<file path="src/rtl/psk_mapper_pkg.sv">
// psk_mapper_pkg
//   Shared definitions for the PSK bit mappers: mode encodings, default
//   DAC amplitudes, FSM state type and the symbols-per-word helper.
package psk_mapper_pkg;

  localparam logic MODE_QPSK = 1'b0;
  localparam logic MODE_BPSK = 1'b1;

  // +/-80% of DAC full scale in 16-bit two's complement
  localparam logic [15:0] AMP_POS_DEF = 16'h6665;
  localparam logic [15:0] AMP_NEG_DEF = 16'h999B;

  typedef enum logic {
    ST_EMPTY = 1'b0,
    ST_BUSY  = 1'b1
  } state_t;

  // Number of symbols one packed word produces in the given mode.
  function automatic int sym_per_word(input logic mode, input int in_w);
    return (mode == MODE_BPSK) ? in_w : in_w / 2;
  endfunction

endpackage

</file>
<file path="src/rtl/psk_symbol_lut.sv">
// psk_symbol_lut
//   Combinational bit-to-constellation mapping for BPSK/QPSK.
//   Ports:
//     i_bit_i  in   bit for the I branch
//     i_bit_q  in   bit for the Q branch (ignored in BPSK)
//     i_mode   in   MODE_QPSK / MODE_BPSK
//     o_iq     out  {I, Q} samples, SAMP_W bits each
module psk_symbol_lut
  import psk_mapper_pkg::*;
#(
  parameter int                SAMP_W  = 16,
  parameter logic [SAMP_W-1:0] AMP_POS = AMP_POS_DEF,
  parameter logic [SAMP_W-1:0] AMP_NEG = AMP_NEG_DEF
) (
  input  logic                i_bit_i,
  input  logic                i_bit_q,
  input  logic                i_mode,
  output logic [2*SAMP_W-1:0] o_iq
);

  logic [SAMP_W-1:0] w_i;
  logic [SAMP_W-1:0] w_q;

  always_comb begin
    w_i = i_bit_i ? AMP_POS : AMP_NEG;
    w_q = '0;
    if (i_mode == MODE_QPSK) begin
      w_q = i_bit_q ? AMP_POS : AMP_NEG;
    end
  end

  assign o_iq = {w_i, w_q};

endmodule

</file>
<file path="src/rtl/psk_bit_mapper.sv">
// psk_bit_mapper
//   Serialises packed IN_W-bit words MSB-first into BPSK/QPSK I/Q sample
//   pairs, one symbol per clock, with zero bubble between words.
//   Optional macro PSK_DIFF_ENC_EN adds per-branch differential encoding.
//   Ports:
//     clk, reset (async, active-low)
//     mode                         0 = QPSK, 1 = BPSK, sampled on accept
//     in_tdata/in_tlast/in_tvalid/in_tready    input word stream
//     out_tdata/out_tlast/out_tvalid/out_tready {I,Q} symbol stream
//     idle                         no word held
//
//   state    | meaning
//   ST_EMPTY | no word held, ready for a new one
//   ST_BUSY  | presenting symbols of the held word
module psk_bit_mapper
  import psk_mapper_pkg::*;
#(
  parameter int                IN_W    = 32,
  parameter int                SAMP_W  = 16,
  parameter logic [SAMP_W-1:0] AMP_POS = AMP_POS_DEF,
  parameter logic [SAMP_W-1:0] AMP_NEG = AMP_NEG_DEF
) (
  input  logic                clk,
  input  logic                reset,
  input  logic                mode,
  input  logic [IN_W-1:0]     in_tdata,
  input  logic                in_tlast,
  input  logic                in_tvalid,
  output logic                in_tready,
  output logic [2*SAMP_W-1:0] out_tdata,
  output logic                out_tlast,
  output logic                out_tvalid,
  input  logic                out_tready,
  output logic                idle
);

  localparam int REM_W = $clog2(IN_W) + 1;

  state_t             r_state;
  state_t             w_state_nxt;
  logic [IN_W-1:0]    r_sreg;
  logic [REM_W-1:0]   r_rem;
  logic               r_mode;
  logic               r_last;

  logic               w_busy;
  logic               w_rem_one;
  logic               w_accept;
  logic               w_advance;
  logic               w_bit_i;
  logic               w_bit_q;
  logic [2*SAMP_W-1:0] w_iq;

  assign w_busy    = (r_state == ST_BUSY);
  assign w_rem_one = (r_rem == REM_W'(1));
  // Ready on the last symbol lets the next word load in the same edge
  assign in_tready = !w_busy || (out_tready && w_rem_one);
  assign w_accept  = in_tvalid && in_tready;
  assign w_advance = w_busy && out_tready;

  always_ff @(posedge clk or negedge reset) begin
    if (!reset) begin
      r_state <= ST_EMPTY;
    end else begin
      r_state <= w_state_nxt;
    end
  end

  always_comb begin
    w_state_nxt = r_state;
    if (w_accept) begin
      w_state_nxt = ST_BUSY;
    end else if (w_advance && w_rem_one) begin
      w_state_nxt = ST_EMPTY;
    end
  end

  always_ff @(posedge clk or negedge reset) begin
    if (!reset) begin
      r_sreg <= '0;
      r_rem  <= '0;
      r_mode <= MODE_QPSK;
      r_last <= 1'b0;
    end else if (w_accept) begin
      r_sreg <= in_tdata;
      r_rem  <= REM_W'(sym_per_word(mode, IN_W));
      r_mode <= mode;
      r_last <= in_tlast;
    end else if (w_advance) begin
      r_sreg <= (r_mode == MODE_BPSK) ? (r_sreg << 1) : (r_sreg << 2);
      r_rem  <= r_rem - REM_W'(1);
    end
  end

`ifdef PSK_DIFF_ENC_EN
  logic r_d_i;
  logic r_d_q;

  assign w_bit_i = r_sreg[IN_W-1] ^ r_d_i;
  assign w_bit_q = r_sreg[IN_W-2] ^ r_d_q;

  // Encoder history follows consumed symbols and restarts per packet
  always_ff @(posedge clk or negedge reset) begin
    if (!reset) begin
      r_d_i <= 1'b0;
      r_d_q <= 1'b0;
    end else if (w_advance) begin
      if (out_tlast) begin
        r_d_i <= 1'b0;
        r_d_q <= 1'b0;
      end else begin
        r_d_i <= w_bit_i;
        if (r_mode == MODE_QPSK) begin
          r_d_q <= w_bit_q;
        end
      end
    end
  end
`else
  assign w_bit_i = r_sreg[IN_W-1];
  assign w_bit_q = r_sreg[IN_W-2];
`endif

  psk_symbol_lut #(
    .SAMP_W (SAMP_W),
    .AMP_POS(AMP_POS),
    .AMP_NEG(AMP_NEG)
  ) u_lut (
    .i_bit_i(w_bit_i),
    .i_bit_q(w_bit_q),
    .i_mode (r_mode),
    .o_iq   (w_iq)
  );

  assign out_tvalid = w_busy;
  assign out_tdata  = w_busy ? w_iq : '0;
  assign out_tlast  = r_last && w_rem_one && w_busy;
  assign idle       = !w_busy;

endmodule
</file>
<file path="config.mk">
export PLATFORM = sky130hd
export DESIGN_NAME = psk_bit_mapper
export DESIGN_NICKNAME = d
export VERILOG_FILES = /design/src/rtl/psk_mapper_pkg.sv /design/src/rtl/psk_symbol_lut.sv /design/src/rtl/psk_bit_mapper.sv
export SDC_FILE = /design/constraint.sdc
export NUM_CORES = 1
export LEC_CHECK = 0
export CORE_UTILIZATION = 43
export CTS_BUF_LIST = sky130_fd_sc_hd__clkbuf_8 sky130_fd_sc_hd__clkbuf_16
export DETAILED_ROUTE_END_ITERATION = 8
export GPL_ROUTABILITY_DRIVEN = 0
export PLACE_DENSITY = 0.84
export SLEW_MARGIN = 30
export SYNTH_ARGS = -nofsm -noshare
export SYNTH_HDL_FRONTEND = slang
export SYNTH_SLANG_ARGS = --single-unit
</file>
<file path="constraint.sdc">
create_clock -name clk -period 1.7 [get_ports clk]
set_input_delay 0.255 -clock clk [delete_from_list [all_inputs] [get_ports clk]]
set_output_delay 0.255 -clock clk [all_outputs]
set_load 0.02 [all_outputs]
</file>
Word-level counts from Yosys, hierarchy flattened
Index checks and enable logic that the tools add are counted.
{"block": "totals", "regBits": 41, "latch_bits": 0, "mem_bits_rw": 0, "romBits": 0, "input_bits": 38, "out_inout_bits": 36, "word_cells": 29, "mem_count": 0}
{"block": "classes", "add_sub_neg": 1, "mul": 0, "div": 0, "n_lt_le_gt_ge": 0, "eq_ne": 1, "shift": 0, "muxes": 12, "bitwise": 0, "n_reduce_logical": 10}
{"operator": "2-to-1 mux 32 bit", "count": 4}
{"operator": "2-to-1 mux 16 bit", "count": 3}
{"operator": "2-to-1 mux 6 bit", "count": 3}
{"operator": "equality test 6 x 1 -> 1 bit, second input constant", "count": 1}
{"operator": "logical AND 1 bit", "count": 6}
{"operator": "subtractor 6 x 1 -> 6 bit, second input constant", "count": 1}
{"operator": "nonzero test 2 bit", "count": 2}
{"operator": "2-to-1 mux 1 bit", "count": 2}
{"operator": "logical NOT 1 bit", "count": 1}
{"operator": "logical OR 1 bit", "count": 1}

Logic depth before layout (Yosys ltp)
{"block": "depth", "ltp_word": 5, "depth_mapped": 7, "depth_no_buf": 6}

Modules after synthesis
Synthesis repeated with hierarchy kept, for this count alone.
{"block": "unflattened", "cells_unflattened": 322, "hier_area_um2": 2656.3}
{"mod": "psk_bit_mapper", "instances": 1, "cells_each": 289, "area_per_inst_um2": 2424.8}
{"mod": "psk_symbol_lut", "instances": 1, "cells_each": 33, "area_per_inst_um2": 231.5}

Worst setup path before layout
OpenSTA, ideal clock, no wires.
{"block": "synth_timing", "kind": "register -> output", "from": "register r_state, in the netlist out_tvalid", "to": "output out_tdata[11]", "t_arrival_ps": 2004, "slack_ps": -559, "path_stages_with_launch": 5, "path_cell_list": "dfrtp_1 > buf_2 > inv_1 > nor3_1 > buf_4"}
{"block": "synth_via", "elab_chain_cells": 1}
{"element": "from (decl)", "line_no": "psk_bit_mapper.sv:39", "text": "state_t r_state;"}
{"element": "from (signal assigned)", "line_no": "psk_bit_mapper.sv:65", "text": "r_state <= w_state_nxt;"}
{"element": "2-to-1 mux 32 bit", "line_no": "psk_bit_mapper.sv:136", "text": "assign out_tdata = w_busy ? w_iq : '0;"}
{"element": "to (decl)", "line_no": "psk_bit_mapper.sv:30", "text": "output logic [2*SAMP_W-1:0] out_tdata,"}
Every way passes these cells.

Worst setup path after layout
{"block": "layout_timing", "from": "register r_rem[2]", "to": "register r_last"}
{"block": "layout_via", "elab_chain_cells": 4}
{"element": "from (decl)", "line_no": "psk_bit_mapper.sv:42", "text": "logic [REM_W-1:0] r_rem;"}
{"element": "from (signal assigned)", "line_no": "psk_bit_mapper.sv:86", "text": "r_rem <= REM_W'(sym_per_word(mode, IN_W));"}
{"element": "from (signal assigned)", "line_no": "psk_bit_mapper.sv:91", "text": "r_rem <= r_rem - REM_W'(1);"}
{"element": "equality test 6 x 1 -> 1 bit", "line_no": "psk_bit_mapper.sv:55", "text": "assign w_rem_one = (r_rem == REM_W'(1));"}
{"element": "logical AND 1 bit", "line_no": "psk_bit_mapper.sv:57", "text": "assign in_tready = !w_busy || (out_tready && w_rem_one);"}
{"element": "logical OR 1 bit", "line_no": "psk_bit_mapper.sv:57"}
{"element": "logical AND 1 bit", "line_no": "psk_bit_mapper.sv:58", "text": "assign w_accept = in_tvalid && in_tready;"}
{"element": "to (signal assigned)", "line_no": "psk_bit_mapper.sv:88", "text": "r_last <= in_tlast;"}
{"element": "to (decl)", "line_no": "psk_bit_mapper.sv:44", "text": "logic r_last;"}
Every way passes these cells.
A chain may end at the register's enable or synchronous reset.

==> flow_metrics.env <==
export IMPL_drt_pass1_iter_count=6
export IMPL_r2r_start="r_rem[2]"
export IMPL_ios=74
export IMPL_clk_pin_slew_ns=0.09
export IMPL_initial_core_util_pct=44.4
export IMPL_yosysWarnings=0
export IMPL_finalWorstSetupSlack_ns=-0.144
export IMPL_via_count=2236
export IMPL_dieArea_mm2=0.00599
export IMPL_synth_compound_area_share_pct=15.6
export IMPL_slew_headroom_pct=66.0
export IMPL_nNetsFinal=397
export IMPL_grt_max_degree=34
export IMPL_fillers=441
export IMPL_p_leak_nw=1.72
export IMPL_place_area_mm2=0.00319
export IMPL_tightest_slew_ns=0.510
export IMPL_drv_slew=0
export IMPL_crit_required_ns=1.88
export IMPL_clk_latency_ns=0.30
export IMPL_syn_area_mm2=0.00244
export IMPL_critPathCaptureType="flip-flop"
export IMPL_whs_ns=0.400
export IMPL_status="finished with violations"
export IMPL_synthesis_nets=326
export IMPL_violations="negative setup slack"
export IMPL_power_mw=5.22
export IMPL_n_antenna_cell=0
export IMPL_synthSimpleGateAreaFrac_pct=14.1
export IMPL_layout_drive_gt1_share_pct=35.2
export IMPL_route_detailed_drc=0
export IMPL_dp_hpwl_um=3620
export IMPL_highest_layer="met4"
export IMPL_area_growth_pct=51.3
export IMPL_cts_num_sinks=41
export IMPL_drt_total_wl_um=6040
export IMPL_via_per_inst=5.20
export IMPL_synth_seq_cells=41
export IMPL_avgSynthCellArea_um2=8.54
export IMPL_ys_types=28
export IMPL_synth_yosys_seq_area_share_pct=42.0
export IMPL_synth_xor_area_share_pct=1.79
export IMPL_dr_wl_met3_um=307
export IMPL_synthCells=286
export IMPL_die_w_um=77.4
export IMPL_wl_met1_um=2420
export IMPL_critPathKind="flip-flop to flip-flop"
export IMPL_layout_common_cells="dfrtp_1, clkdlybuf4s50_1, nor2_1, a21oi_1, mux2i_1"
export IMPL_reg2regPathDepth=5
export IMPL_numCtsBuffers=5
export IMPL_ctsHtreeMaxLevel=2
export IMPL_dp_slack_ns=-0.281
export IMPL_peakVddDrop_v=0.000995
export IMPL_worst_hold_path_type="input port to async pin"
export IMPL_fin_crit_ns=1.84
export IMPL_p_per_area_mw_per_mm2=1410
export IMPL_setup_viol_count_final=40
export IMPL_antenna_left=0
export IMPL_cts_tree="yes"
export IMPL_critPathMaxFanout=5
export IMPL_core_area_mm2=0.00551
export IMPL_wire_per_inst_um=14.0
export IMPL_fmax_mhz=542
export IMPL_overflow=0
export IMPL_hold_violations=0
export IMPL_post_route_util_pct=67.1
export IMPL_finalInstanceArea_mm2=0.00370
export IMPL_antenna_found_initial=0
export IMPL_period_share_pct=108
export IMPL_arrival_ns=2.03
export IMPL_cp_common_cell="buf_6"
export IMPL_grt_usage_pct=20.2
export IMPL_synth_top_family_by_area="compound AO/OA/AOI/OAI gates"
export IMPL_start_kind="flip-flop"
export IMPL_rsz0062_at_grt="yes"
export IMPL_cp_cell_sequence="or3_4 > buf_6 > o32ai_4 > buf_6 > mux2_4"
export IMPL_wl_met2_um=3210
export IMPL_cpPeakStageDelay_ns=0.43
export IMPL_fp_dieH_um=77.4
export IMPL_layout_commonest_cell="dfrtp_1"
export IMPL_synth_mux_area_share_pct=12.8
export IMPL_drv_cap=0
export IMPL_yosys_area_share_adder_pct=1.02
export IMPL_port_buffers=73
export IMPL_cts_max_path_buffers=2
export IMPL_grt_first_pass_wirelength_um=9450
export IMPL_rr_endpoint="r_last"
export IMPL_rows=27
export IMPL_r2r_slack_ns=-0.14
export IMPL_drt_iter0_drc=85
export IMPL_skew_ns=0.00960
export IMPL_cts_root_buf="clkbuf_8"
export IMPL_cp_slowest_cell="or3_4"
export IMPL_grt_pass1_vias=2018
==> worst max-delay path by stage <==
stage,from,end,depth (start not counted)
after global routing,r_rem[2],r_sreg[2],8
final,r_rem[2],r_last,5
after global placement,out_tready,in_tready,4
after detailed placement,r_rem[2],in_tready,3
after CTS,r_rem[3],r_last,5
after floorplan,out_tvalid,out_tdata[11],4
==> where the power goes <==
part           internal (mW)  leakage [nW]  switching (mW)
logic                   1.37          1.14            1.58
registers               1.34         0.540           0.305
clock network          0.283        0.0439           0.346
==> per-stage QoR <==
stage / std cells / TNS [ns]
floorplan: 286 / -0.142
global placement: 406 / -3.96
detailed placement: 406 / -6.96
CTS: 427 / -4.41
global route: 430 / -5.91
finish: 430 / -3.49
==> synthesized netlist by cell type <==
cell type,number,area share (%)
and3_1,1,0.26
inv_1,6,0.92
o32ai_4,1,1.1
nand3_1,1,0.20
o31ai_1,1,0.31
a21oi_1,32,6.6
clkbuf_1,6,0.92
o21ai_0,30,6.1
nor3_1,3,0.61
buf_2,9,1.8
nor2_1,36,5.5
ha_1,2,1.0
a311oi_1,1,0.36
dfrtp_1,41,42
o21a_1,1,0.31
nor4_1,2,0.51
nand2b_1,1,0.26
and2_1,1,0.26
mux2i_1,30,12
xor2_1,2,0.72
xnor2_1,3,1.1
mux2_2,1,0.46
clkbuf_2,2,0.41
or3_4,1,0.46
buf_1,2,0.31
nand2_1,39,6.0
buf_4,27,8.3
o21ai_1,4,0.82
==> flip-flops by register name, summed over array words and instances, names as in the netlist <==
signal      count
r_rem           6
r_sreg         32
r_last          1
out_tvalid      1
r_mode          1
==> worst max-delay path: cells and delay by family (launching register included) <==
family	cells	cell delay, ns
flops	1	0.41
simple gates	1	0.43
compound gates	1	0.24
mux	1	0.31
buf+inv	2	0.35
==> cell type report <==
class	count	area, um^2	share of cell area (%)
clock buffer	5	68.8	1.86
clock inverter	3	17.5	0.474
inverter	6	22.5	0.609
multi-input combinational	193	1390	37.5
sequential	41	1030	27.8
tap	72	90.1	2.44
timing repair buffer	110	1080	29.3
==> layer usage <==
layer	vias up	global-route usage, %
li1	1080	-
met1	1061	24.4
met2	84	35.5
met3	11	4.59
met4	0	6.79
met5	-	0
==> repair_timing <==
item,4_1_cts,5_1_grt
resized for setup,90,100
pin swaps,2,33
setup buffers,6,5
cloned,6,1
hold buffers,1,0
hold endpoints to repair,16,0
setup endpoints to repair,76,57
==> cell families after synthesis <==
kind of cell | count (synthesis)
AO/OA/AOI/OAI | 70
XOR/XNOR | 5
adder cells (fa/ha/maj) | 2
buffers and inverters | 52
flip-flops | 41
multiplexers | 31
AND/OR/NAND/NOR | 85
Note: power is estimated with default switching activity, not from simulation.
